[src/rtl/seq_divider_if.sv]
// Start/busy/done handshake and operand/result bus
// for the iterative restoring divider.
interface seq_divider_if #(
  parameter int W = 4
);
  logic         start;
  logic [W-1:0] dividend;
  logic [W-1:0] divisor;
  logic         busy;
  logic         done;
  logic [W-1:0] quotient;
  logic [W-1:0] remainder;
  logic         div_by_zero;

  modport master (
    output start, dividend, divisor,
    input  busy, done, quotient, remainder, div_by_zero
  );

  modport slave (
    input  start, dividend, divisor,
    output busy, done, quotient, remainder, div_by_zero
  );
endinterface

[src/rtl/seq_divider.sv]
// Iterative unsigned restoring divider.
// Produces one quotient bit per clock.
module seq_divider #(
  parameter int W = 4
) (
  input  logic        clk,
  input  logic        rst,
  seq_divider_if.slave bus
);
  localparam int CW = $clog2(W + 1);

  localparam logic [1:0] IDLE = 2'd0;
  localparam logic [1:0] RUN  = 2'd1;
  localparam logic [1:0] DONE = 2'd2;

  logic [1:0]    state;
  logic [CW-1:0] cnt;
  logic [W:0]    a;
  logic [W-1:0]  q;
  logic [W-1:0]  m;
  logic [W-1:0]  quo;
  logic [W-1:0]  rem;
  logic          dbz;

  logic [W:0]    a_sh;
  logic [W:0]    t;
  logic [W:0]    a_nx;
  logic [W-1:0]  q_nx;

  // One restoring step on the shifted {A,Q} pair
  always_comb begin
    a_sh = {a[W-1:0], q[W-1]};
    t    = a_sh - {1'b0, m};
    a_nx = t[W] ? a_sh : t;
    q_nx = {q[W-2:0], ~t[W]};
  end

  always_ff @(posedge clk or posedge rst) begin
    if (rst) begin
      state <= IDLE;
      cnt   <= '0;
      a     <= '0;
      q     <= '0;
      m     <= '0;
      quo   <= '0;
      rem   <= '0;
      dbz   <= 1'b0;
    end else begin
      case (state)
        RUN: begin
          a   <= a_nx;
          q   <= q_nx;
          cnt <= cnt - CW'(1);
          if (cnt == CW'(1)) begin
            state <= DONE;
            quo   <= q_nx;
            rem   <= a_nx[W-1:0];
            dbz   <= 1'b0;
          end
        end
        // IDLE and DONE both accept a new request
        default: begin
          if (bus.start) begin
            if (bus.divisor != '0) begin
              state <= RUN;
              cnt   <= CW'(W);
              a     <= '0;
              q     <= bus.dividend;
              m     <= bus.divisor;
            end else begin
              state <= DONE;
              quo   <= '1;
              rem   <= bus.dividend;
              dbz   <= 1'b1;
            end
          end else begin
            state <= IDLE;
          end
        end
      endcase
    end
  end

  assign bus.busy        = (state == RUN);
  assign bus.done        = (state == DONE);
  assign bus.quotient    = quo;
  assign bus.remainder   = rem;
  assign bus.div_by_zero = dbz;
endmodule

[src/flat_wrapper.sv]
// flat-port wrapper written by rule: the top's interface ports become plain ports
module seq_divider_flat 
#(
  parameter int W = 4
)
  (clk, rst, bus_start, bus_dividend, bus_divisor, bus_busy, bus_done, bus_quotient, bus_remainder, bus_div_by_zero);
  seq_divider_if #(.W(W)) bus_i ();
  input  logic clk;
  input  logic rst;
  input wire logic [$bits(bus_i.start)-1:0] bus_start;
  input wire logic [$bits(bus_i.dividend)-1:0] bus_dividend;
  input wire logic [$bits(bus_i.divisor)-1:0] bus_divisor;
  output wire logic [$bits(bus_i.busy)-1:0] bus_busy;
  output wire logic [$bits(bus_i.done)-1:0] bus_done;
  output wire logic [$bits(bus_i.quotient)-1:0] bus_quotient;
  output wire logic [$bits(bus_i.remainder)-1:0] bus_remainder;
  output wire logic [$bits(bus_i.div_by_zero)-1:0] bus_div_by_zero;
  assign bus_i.start = bus_start;
  assign bus_i.dividend = bus_dividend;
  assign bus_i.divisor = bus_divisor;
  assign bus_busy = bus_i.busy;
  assign bus_done = bus_i.done;
  assign bus_quotient = bus_i.quotient;
  assign bus_remainder = bus_i.remainder;
  assign bus_div_by_zero = bus_i.div_by_zero;
  seq_divider #(.W(W)) u_core (.clk(clk), .rst(rst), .bus(bus_i));
endmodule
[config.mk]
export PLATFORM = sky130hd
export DESIGN_NAME = seq_divider_flat
export DESIGN_NICKNAME = d
export VERILOG_FILES = /design/src/rtl/seq_divider_if.sv /design/src/rtl/seq_divider.sv /design/src/flat_wrapper.sv
export SDC_FILE = /design/constraint.sdc
export NUM_CORES = 1
export LEC_CHECK = 0
export BUFFER_PORTS_ARGS = -buffer_cell sky130_fd_sc_hd__buf_4
export CAP_MARGIN = 20
export CORE_MARGIN = 2
export CORE_UTILIZATION = 50
export CTS_BUF_LIST = sky130_fd_sc_hd__clkbuf_16
export CTS_CLUSTER_DIAMETER = 120
export CTS_CLUSTER_SIZE = 40
export DETAILED_ROUTE_END_ITERATION = 10
export PLACE_DENSITY = 0.78
export SLEW_MARGIN = 0
export SYNTH_ARGS = -nofsm -noshare
export SYNTH_HDL_FRONTEND = slang
export SYNTH_SLANG_ARGS = --single-unit
[constraint.sdc]
create_clock -name clk -period 1.9 [get_ports clk]
set_input_delay 0.095 -clock clk [delete_from_list [all_inputs] [get_ports clk]]
set_output_delay 0.095 -clock clk [all_outputs]
set_load 0.02 [all_outputs]
==> summary.txt, run 1 <==
Flow run
  – Max-cap violation count: 0

Placed design
  – Final HPWL DP: 2244 µm
  – Area after DPL: 0.001643 mm²
  – Gpl congestion: 0.8572
  – Placed Cells: 197
  – Buffers on Ports: 21

Logic synthesis
  – Yosys warns: 0
  – Synthesized area: 0.001394 mm²
  – EDFF count, synth: 0
  – Top cells by area, synth: dfrtp_1 (47%), ha_1 (5.4%), mux2i_1 (3.6%), nand2_1 (3.5%), nor2_1 (3.5%)
  – Yosys top cell area share: 0.4668
  – Syn_area_per_cell: 9.747 µm²
  – Seq/Total Area, Yosys: 0.4668
  – Post-Syn Nets: 161
  – Post-synth top cells: dfrtp_1 (26), nand2_1 (13), nor2_1 (13)
  – Most frequent cell after synthesis: dfrtp_1
  – Area leader, netlist: dfrtp_1
  – Ys flop type: dfrtp_1
  – Asr flop ratio synth: 1.000
  – #FFs+latches synth: 26
  – Distinct cells, synth: 39
  – Syn Inst Count: 143

Layout
  – Final core occ: 0.7258
  – Fin area: 0.001967 mm²
  – Fin nets: 196
  – Share of cells above drive strength 1: 0.3785
  – Area grow syn2layout: 41.11%
  – Fin cells: 208
  – Fill cells: 188
  – Diode count: 0

Floorplanning
  – Initial core utilization: 0.5143
  – Area of the core: 0.002710 mm²
  – Die W: 56.80 µm
  – Die footprint: 0.003226 mm²
  – IO Pins: 22
  – Row count: 19
  – Die Height: 56.80 µm

Global routing
  – Initial antenna violation count: 0
  – Grt total ovfl: 0
  – Gr usage total: 0.2291
  – First-pass GRT wire length: 5713 µm
  – Vias in the first global route: 1200
  – Largest net degree at the start of global routing: 27

CTS
  – Clk sinks: 26
  – Clock transition at path regs: 0.07 ns
  – TritonCTS clock tree: yes
  – CTS H-tree depth: 1
  – Clock Latency Late Sink: 0.26 ns
  – Clock Path Buffers: 2
  – Root buffer cell: clkbuf_16
  – CTS Buf Count: 3

Timing
  – Slew margin rel.: 0.6001
  – Clk_skew: 0.004129 ns
  – Fin. max-slew vios: 0
  – Fmax: 494.1 MHz
  – RSZ-0062 raised after global routing: true
  – Final worst path period need: 2.024 ns
  – Final worst slack: -0.1239 ns
  – Setup violators final: 7
  – Final Hold Viols: 0
  – Hold Worst Slack: 0.07508 ns
  – Final period util: 1.065
  – Worst Max-Slew Pin Slew: 0.5999 ns

Detailed routing
  – Post-DR wirelength/cell: 17.45 µm
  – Residual DRC: 0
  – Final ANT Viol Nets: 0
  – Routed WL: 3629 µm
  – Detailed Route Iter0 Violations: 32
  – DR pass1 iterations: 4
  – Vias per cell: 5.870
  – Vias: 1221

Hold path
  – Hold Crit Class: primary input to register

Setup path
  – Critical path type: register to register
  – Crit-path slowest cell: dfrtp_1
  – Crit start category: register
  – CP max stage delay: 0.38 ns
  – Crit path cell chain: inv_2 -> ha_4 -> fa_2 -> buf_6 -> xnor2_4 -> and3_4 -> buf_6 -> a2111o_1
  – CP required: 2.04 ns
  – Critical path capture point type: register
  – Most used cell, CP: buf_6
  – CP arrival: 2.17 ns
  – Crit path max fanout: 2

Power
  – VDD IR max: 1591 µV
  – Pleak: 0.8704 nW
  – Power density over the cells: 2220 mW/mm²
  – Pwr Total: 4.367 mW

Outcome
  – Failing checks: negative setup slack
  – Status: finished with violations
-- final timing paths --
kind                                                            to  cells after the start  slack [ns]                                from
worst max-delay path                       u_core.a[2]$_DFFE_PP0P_                      8       -0.12             u_core.q[3]$_DFFE_PP0P_
worst min-delay path                       u_core.m[3]$_DFFE_PP0P_                      3        0.08                      bus_divisor[3]
worst max register to register             u_core.a[2]$_DFFE_PP0P_                      8       -0.12             u_core.q[3]$_DFFE_PP0P_
worst min register to register  u_core.bus.quotient[3]$_DFFE_PP0P_                      1        0.50  u_core.bus.quotient[3]$_DFFE_PP0P_
max in group asynchronous       u_core.bus.quotient[2]$_DFFE_PP0P_                      4        1.20                                 rst
min in group asynchronous       u_core.bus.div_by_zero$_DFFE_PP0P_                      4        0.45                                 rst
-- sequential cells by signal, summed over array words and instances, names as in the netlist --
name                    count
u_core.a                    4
u_core.state                2
u_core.bus.quotient         4
u_core.bus.div_by_zero      1
u_core.q                    4
u_core.bus.remainder        4
u_core.m                    4
u_core.cnt                  3
-- kinds of logic (layout without fill, tap and decap cells) --
family / count (synthesis) / in the layout / synth area share
flip-flops: 26 / 26 / 0.4668
XOR/XNOR: 3 / 3 / 0.01885
buffers and inverters: 16 / 50 / 0.04668
AO/OA/AOI/OAI: 34 / 34 / 0.1715
multiplexers: 6 / 6 / 0.04399
AND/OR/NAND/NOR: 51 / 51 / 0.1840
adder cells (fa/ha/maj): 7 / 7 / 0.06822
-- worst max-delay path: cells and delay by family, from the launching register on --
kind	cells	cell delay (ns)
adders and majority gates	2	0.50
DFF	1	0.38
AOI/OAI and AO/OA	1	0.38
buffers and inverters	3	0.32
and+or+nand+nor	1	0.17
xor gates and xnor gates	1	0.14
-- routing by layer --
metal	vias up	share of wire	global-route usage
li1	566	-	-
met1	609	0.44	0.3013
met2	39	0.50	0.3970
met3	7	0.041	0.03226
met4	0	0.015	0.05980
met5	-	0	0
-- final cells by class --
type                            count  area (µm²)  area share
Multi-Input combinational cell    101       869.6      0.4421
Sequential cell                    26       650.6      0.3308
Timing Repair Buffer               36       291.5      0.1482
Clock buffer                        3       75.07     0.03817
Tap cell                           31       38.79     0.01972
Inverter                           10       37.54     0.01908
Clock inverter                      1       3.754    0.001908
-- power by group --
group	internal, mW	switching (mW)
Combinational	1.36	1.46
Clock	0.282	0.195
Sequential	0.825	0.240
-- per-stage QoR --
step	setup WS, ns	setup TNS, ns
2_1_floorplan	-0.03021	-0.03021
3_3_place_gp	-0.06525	-0.08770
3_5_place_dp	-0.1972	-0.6353
4_1_cts	-0.07209	-0.2963
5_1_grt	-0.1788	-1.163
6_report	-0.1239	-0.6683
-- what timing repair did --
action / in CTS / in global routing
pin swaps: 7 / 14
hold buffers: 1 / 0
setup endpoints to repair: 7 / 10
buffers inserted: 5 / 1
cloned: 0 / 0
endpoints found under the hold margin: 26 / 0
resized for setup: 15 / 20
-- placed cells by master (no fill, tap or decap), drive strengths merged, types with 2 or more instances in the layout --
cell type,count
a21oi,9
a31oi,3
and2,2
and3,2
buf,35
clkbuf,3
dfrtp,26
ha,6
inv,10
mux2i,5
nand2,13
nand2b,3
nand3,6
nand3b,2
nor2,14
nor2b,2
nor3,2
nor4,2
o21ai,10
o21bai,2
o22a,3
or3,2
xor2,2
Power figures use the tool's default switching activity.
==> run 2: changes to the inputs <==
CORE_UTILIZATION = 40   (was 50)
CTS_CLUSTER_DIAMETER = 200   (was 120)
PLACE_DENSITY = 0.65   (was 0.78)
==> summary.txt, run 2 (synthesis results as in run 1) <==
Timing
  – Fmax: 511.4 MHz
  – Fin. max-slew vios: 0
  – Slew margin rel.: 0.6822
  – Clk_skew: 0.002237 ns
  – Final Hold Viols: 0
  – Final period util: 1.029
  – RSZ-0062 raised after global routing: true
  – Worst Max-Slew Pin Slew: 0.4767 ns
  – Setup violators final: 5
  – Final worst path period need: 1.955 ns
  – Final worst slack: -0.05525 ns

Detailed routing
  – Vias per cell: 5.192
  – DR pass1 iterations: 4
  – Routed WL: 3090 µm
  – Final ANT Viol Nets: 0
  – Vias: 1137
  – Detailed Route Iter0 Violations: 34
  – Post-DR wirelength/cell: 14.11 µm
  – Residual DRC: 0

Floorplanning
  – IO Pins: 22
  – Initial core utilization: 0.4177
  – Die footprint: 0.003973 mm²
  – Die Height: 63.03 µm
  – Die W: 63.03 µm
  – Area of the core: 0.003337 mm²
  – Row count: 21

Hold path
  – Hold_sp: bus_divisor[2]
  – Hold Crit Class: primary input to register
  – Sink of the worst hold path: u_core.m[2]$_DFFE_PP0P_
  – Worst Hold Depth: 3

Setup path
  – CP max stage delay: 0.41 ns
  – Worst Reg2Reg Path Length in Cells: 8
  – CP required: 2.02 ns
  – CP arrival: 2.07 ns
  – Crit-path slowest cell: dfrtp_1
  – Crit Reg-Reg Endpoint: u_core.bus.remainder[1]$_DFFE_PP0P_
  – Internal reg-to-reg setup slack: -0.06 ns
  – Critical path capture point type: register
  – Crit start category: register
  – Worst reg2reg startpoint: u_core.m[0]$_DFFE_PP0P_
  – Crit path cell chain: ha_4 -> fa_2 -> nand2b_4 -> a21oi_4 -> buf_4 -> nor4_1 -> nor2_1 -> a41oi_1
  – Crit path max fanout: 6
  – Critical path type: register to register

Flow run
  – Max-cap violation count: 0

Layout
  – Final core occ: 0.5508
  – Fin nets: 192
  – Diode count: 0
  – Multi-input logic area: 744.5 µm²
  – Register cell area after layout: 650.6 µm²
  – Commonest non-fill, non-tap cell in the layout: buf_4
  – Area grow syn2layout: 31.87%
  – Highest-count cells in the layout ignoring fill and taps: buf_4 (31), dfrtp_1 (26), nor2_1 (13)
  – Fill cells: 293
  – Share of cells above drive strength 1: 0.2890

Placed design
  – Gpl congestion: 0.8349
  – Buffers on Ports: 21
  – Pre-CTS worst setup slack: -0.1784 ns
  – Final HPWL DP: 2276 µm

Power
  – VDD IR max: 926.9 µV
  – Pwr Total: 3.776 mW
  – Pleak: 0.8408 nW
  – Power density over the cells: 2054 mW/mm²

CTS
  – TritonCTS clock tree: yes
  – Clock transition at path regs: 0.06 ns
  – Root buffer cell: clkbuf_16
  – CTS Buf Count: 3
  – CTS H-tree depth: 1
  – Clk sinks: 26
  – Clock Path Buffers: 2
  – Clock Latency Late Sink: 0.26 ns

Global routing
  – Vias in the first global route: 1187
  – Grt total ovfl: 0
  – First-pass GRT wire length: 5375 µm
  – Largest net degree at the start of global routing: 27
  – Initial antenna violation count: 0
  – Gr usage total: 0.1717

Outcome
  – Failing checks: negative setup slack
  – Status: finished with violations
==> run 2: changes by cell type in the layout (fill, tap and decap cells not counted), moves of 3 or more <==
cell / change
a21oi_1: +3
buf_6: -5
nor2_2: -3
nor2_1: +3
a21oi_2: -3
==> run 2: where the power goes <==
part / switching, mW / total, mW / internal (mW)
Clock: 0.197 / 0.617 / 0.420
Sequential: 0.217 / 1.04 / 0.825
Combinational: 1.13 / 2.12 / 0.991
Total: 1.54 / 3.78 / 2.24
==> run 2: critical path: cells and delay by family, from the launching register on <==
family	cells	cell delay [ns]
buf+inv	1	0.17
flops	1	0.41
compound gates	2	0.36
simple gates	3	0.36
fa+ha+maj	2	0.50
==> run 2: worst max-delay path by stage <==
stage                                                to  cells past startpoint               startpoint  slack [ns]
detailed placement  u_core.bus.remainder[2]$_DFFE_PP0P_                      8  u_core.q[3]$_DFFE_PP0P_       -0.18
floorplan           u_core.bus.remainder[2]$_DFFE_PP0P_                      8  u_core.q[3]$_DFFE_PP0P_       -0.03
global route        u_core.bus.remainder[1]$_DFFE_PP0P_                      9  u_core.q[3]$_DFFE_PP0P_       -0.17
finish              u_core.bus.remainder[1]$_DFFE_PP0P_                      8  u_core.m[0]$_DFFE_PP0P_       -0.06
CTS                 u_core.bus.remainder[2]$_DFFE_PP0P_                      8  u_core.q[3]$_DFFE_PP0P_       -0.05
global placement    u_core.bus.remainder[2]$_DFFE_PP0P_                      8  u_core.q[3]$_DFFE_PP0P_       -0.05
==> run 2: timing repair <==
action	in CTS	in global routing
setup buffers	1	0
setup endpoints to repair	7	10
endpoints found under the hold margin	26	0
pin swaps	2	3
hold buffers	1	0
resized for setup	2	7
cloned	0	0
==> run 2: layer usage <==
| metal | GRT usage | vias up | share of wire |
|---|---|---|---|
| li1 | - | 559 | - |
| met1 | 0.2222 | 552 | 0.47 |
| met2 | 0.2859 | 23 | 0.47 |
| met3 | 0.03063 | 3 | 0.044 |
| met4 | 0.06389 | 0 | 0.011 |
| met5 | 0 | - | 0 |
==> run 2: area by class of cell <==
cell class                 count  area share
clock buffer                   3     0.04084
inverter                      10     0.02042
clock inverter                 1     0.01634
tap                           46     0.03131
multi-input combinational    101      0.4050
sequential                    26      0.3540
timing repair buffer          32      0.1321
==> run 2: stage by stage <==
| step | hold WS, ns | TNS (ns) | std cells | instance area [µm²] |
|---|---|---|---|---|
| final | 0.08125 | -0.1546 | 219 | 1838 |
| after global routing | 0.09653 | -0.7669 | 219 | 1838 |
| after detailed placement | 0.1826 | -0.4666 | 213 | 1669 |
| after global placement | 0.1789 | -0.1142 | 213 | 1669 |
| after CTS | 0.08103 | -0.2137 | 219 | 1798 |
| after floorplan | 0.1350 | -0.03021 | 143 | 1414 |
==> run 3: changes to the inputs <==
BUFFER_PORTS_ARGS = default   (was -buffer_cell sky130_fd_sc_hd__buf_4)
DONT_BUFFER_PORTS = 1   (was default)
PLACE_DENSITY = 0.59   (was 0.65)
==> summary.txt, run 3 (synthesis results as in run 1) <==
Outcome
  – Status: finished with violations
  – Failing checks: negative setup slack

Setup path
  – Crit path max fanout: 4
  – Crit-path slowest cell: dfrtp_1
  – Worst reg2reg startpoint: u_core.m[0]$_DFFE_PP0P_
  – CP required: 2.04 ns
  – Critical path capture point type: register
  – CP arrival: 2.13 ns
  – WP buf/inv: 0
  – Internal reg-to-reg setup slack: -0.08 ns
  – Crit path cell chain: ha_4 -> fa_2 -> nand2b_4 -> a21oi_4 -> mux2i_1 -> a2111o_1
  – Crit start category: register
  – Critical path type: register to register
  – Top cell family by delay on the critical path: compound AO/OA/AOI/OAI gates
  – CP max stage delay: 0.41 ns
  – Worst Reg2Reg Path Length in Cells: 6
  – Crit Reg-Reg Endpoint: u_core.a[2]$_DFFE_PP0P_

Layout
  – Register cell area after layout: 650.6 µm²
  – Area grow syn2layout: 29.08%
  – Fill cells: 309
  – Fin area: 0.001799 mm²
  – Commonest non-fill, non-tap cell in the layout: dfrtp_1
  – Highest-count cells in the layout ignoring fill and taps: dfrtp_1 (26), nand2_1 (13), buf_4 (12)
  – Fin nets: 178
  – Diode count: 0
  – Multi-input logic area: 797.0 µm²
  – Share of cells above drive strength 1: 0.2453

Power
  – Clock power share: 0.159
  – Sw frac: 0.4237
  – Internal power: 2.253 mW
  – Power density over the cells: 2173 mW/mm²
  – Pwr Total: 3.909 mW
  – P_sw: 1.657 mW
  – VDD IR max: 820.4 µV
  – Pleak: 0.7792 nW
  – Gate power share: 0.545
  – Power share of the sequential group: 0.297

Hold path
  – Hold Crit Class: primary input to register
  – Hold_sp: bus_dividend[2]
  – Sink of the worst hold path: u_core.q[2]$_DFFE_PP0P_
  – Worst Hold Depth: 2

Placed design
  – Buffers on Ports: 0
  – Gpl congestion: 0.8103
  – Final HPWL DP: 2297 µm
  – Pre-CTS worst setup slack: -0.08346 ns
  – Area after DPL: 0.001519 mm²

Detailed routing
  – Residual DRC: 0
  – Detailed Route Iter0 Violations: 23
  – Routed WL: 3358 µm
  – Vias: 1087
  – Final ANT Viol Nets: 0
  – Vias per cell: 5.302
  – Post-DR wirelength/cell: 16.38 µm
  – DR pass1 iterations: 4

CTS
  – Clock Path Buffers: 2
  – Clock Latency Late Sink: 0.26 ns
  – CTS H-tree depth: 1
  – CTS Buf Count: 3
  – Clock transition at path regs: 0.07 ns
  – Clk sinks: 26
  – TritonCTS clock tree: yes
  – Root buffer cell: clkbuf_16

Timing
  – Worst Max-Slew Pin Slew: 0.5287 ns
  – Fmax: 504.7 MHz
  – Final period util: 1.043
  – RSZ-0062 raised after global routing: true
  – Setup violators final: 6
  – Fin. max-slew vios: 0
  – Clk_skew: 0.003419 ns
  – Slew margin rel.: 0.6475
  – Final setup TNS: -0.2595 ns
  – Final Hold Viols: 0
  – Final worst path period need: 1.981 ns
  – Final worst slack: -0.08149 ns

Floorplanning
  – Area of the core: 0.003337 mm²
  – Row count: 21
  – Initial core utilization: 0.4177
  – Die footprint: 0.003973 mm²
  – IO Pins: 22
  – Die W: 63.03 µm
  – Die Height: 63.03 µm

Global routing
  – Grt total ovfl: 0
  – Initial antenna violation count: 0
  – Largest net degree at the start of global routing: 27
  – First-pass GRT wire length: 5671 µm
  – Gr usage total: 0.1868
  – Vias in the first global route: 1154

Flow run
  – Max-cap violation count: 0
-- run 3: how the worst max path moves through the flow --
| stage | slack [ns] | cells past startpoint | from | to |
|---|---|---|---|---|
| 2_1_floorplan | -0.03 | 8 | u_core.q[3]$_DFFE_PP0P_ | u_core.bus.remainder[2]$_DFFE_PP0P_ |
| 3_3_place_gp | -0.05 | 8 | u_core.q[3]$_DFFE_PP0P_ | u_core.bus.remainder[3]$_DFFE_PP0P_ |
| 3_5_place_dp | -0.08 | 7 | u_core.m[0]$_DFFE_PP0P_ | u_core.bus.remainder[3]$_DFFE_PP0P_ |
| 4_1_cts | -0.05 | 9 | u_core.q[3]$_DFFE_PP0P_ | u_core.bus.remainder[0]$_DFFE_PP0P_ |
| 5_1_grt | -0.16 | 7 | u_core.m[0]$_DFFE_PP0P_ | u_core.bus.remainder[2]$_DFFE_PP0P_ |
| 6_report | -0.08 | 6 | u_core.m[0]$_DFFE_PP0P_ | u_core.a[2]$_DFFE_PP0P_ |
-- run 3: what timing repair did --
| item | in CTS | in global routing |
|---|---|---|
| pin swaps | 4 | 7 |
| setup buffers | 1 | 2 |
| gates resized for setup | 6 | 14 |
| endpoints found under the hold margin | 30 | 0 |
| setup endpoints to repair | 7 | 9 |
| hold buffers | 5 | 0 |
-- run 3: power by group through the flow --
stage / Combinational (mW) / Sequential (mW) / Clock (mW)
floorplan: 1.28 / 1.08 / 0
global placement: 1.62 / 1.14 / 0
detailed placement: 1.67 / 1.15 / 0
CTS: 1.83 / 1.15 / 0.626
global route: 2.36 / 1.20 / 0.650
finish: 2.13 / 1.16 / 0.620
-- run 3: final cells by class --
| class | count | area share |
|---|---|---|
| sequential | 26 | 0.3616 |
| clock buffer | 3 | 0.04172 |
| timing repair buffer | 18 | 0.08414 |
| multi-input combinational | 101 | 0.4430 |
| tap | 46 | 0.03199 |
| clock inverter | 1 | 0.01669 |
| inverter | 10 | 0.02086 |
-- run 3: metrics by stage --
stage                     cells  hold WS [ns]    util
after floorplan             143        0.1350       -
after global placement      193       0.06624  0.4552
after detailed placement    193       0.06794  0.4552
after CTS                   203       0.01656  0.5129
after global routing        205       0.01426  0.5392
final                       205       0.01353  0.5392
-- run 3: routing by layer --
metal / wire (µm) / GRT usage
met1: 1449 / 0.2364
met2: 1591 / 0.2926
met3: 246 / 0.05766
met4: 70 / 0.08333
met5: 0 / 0
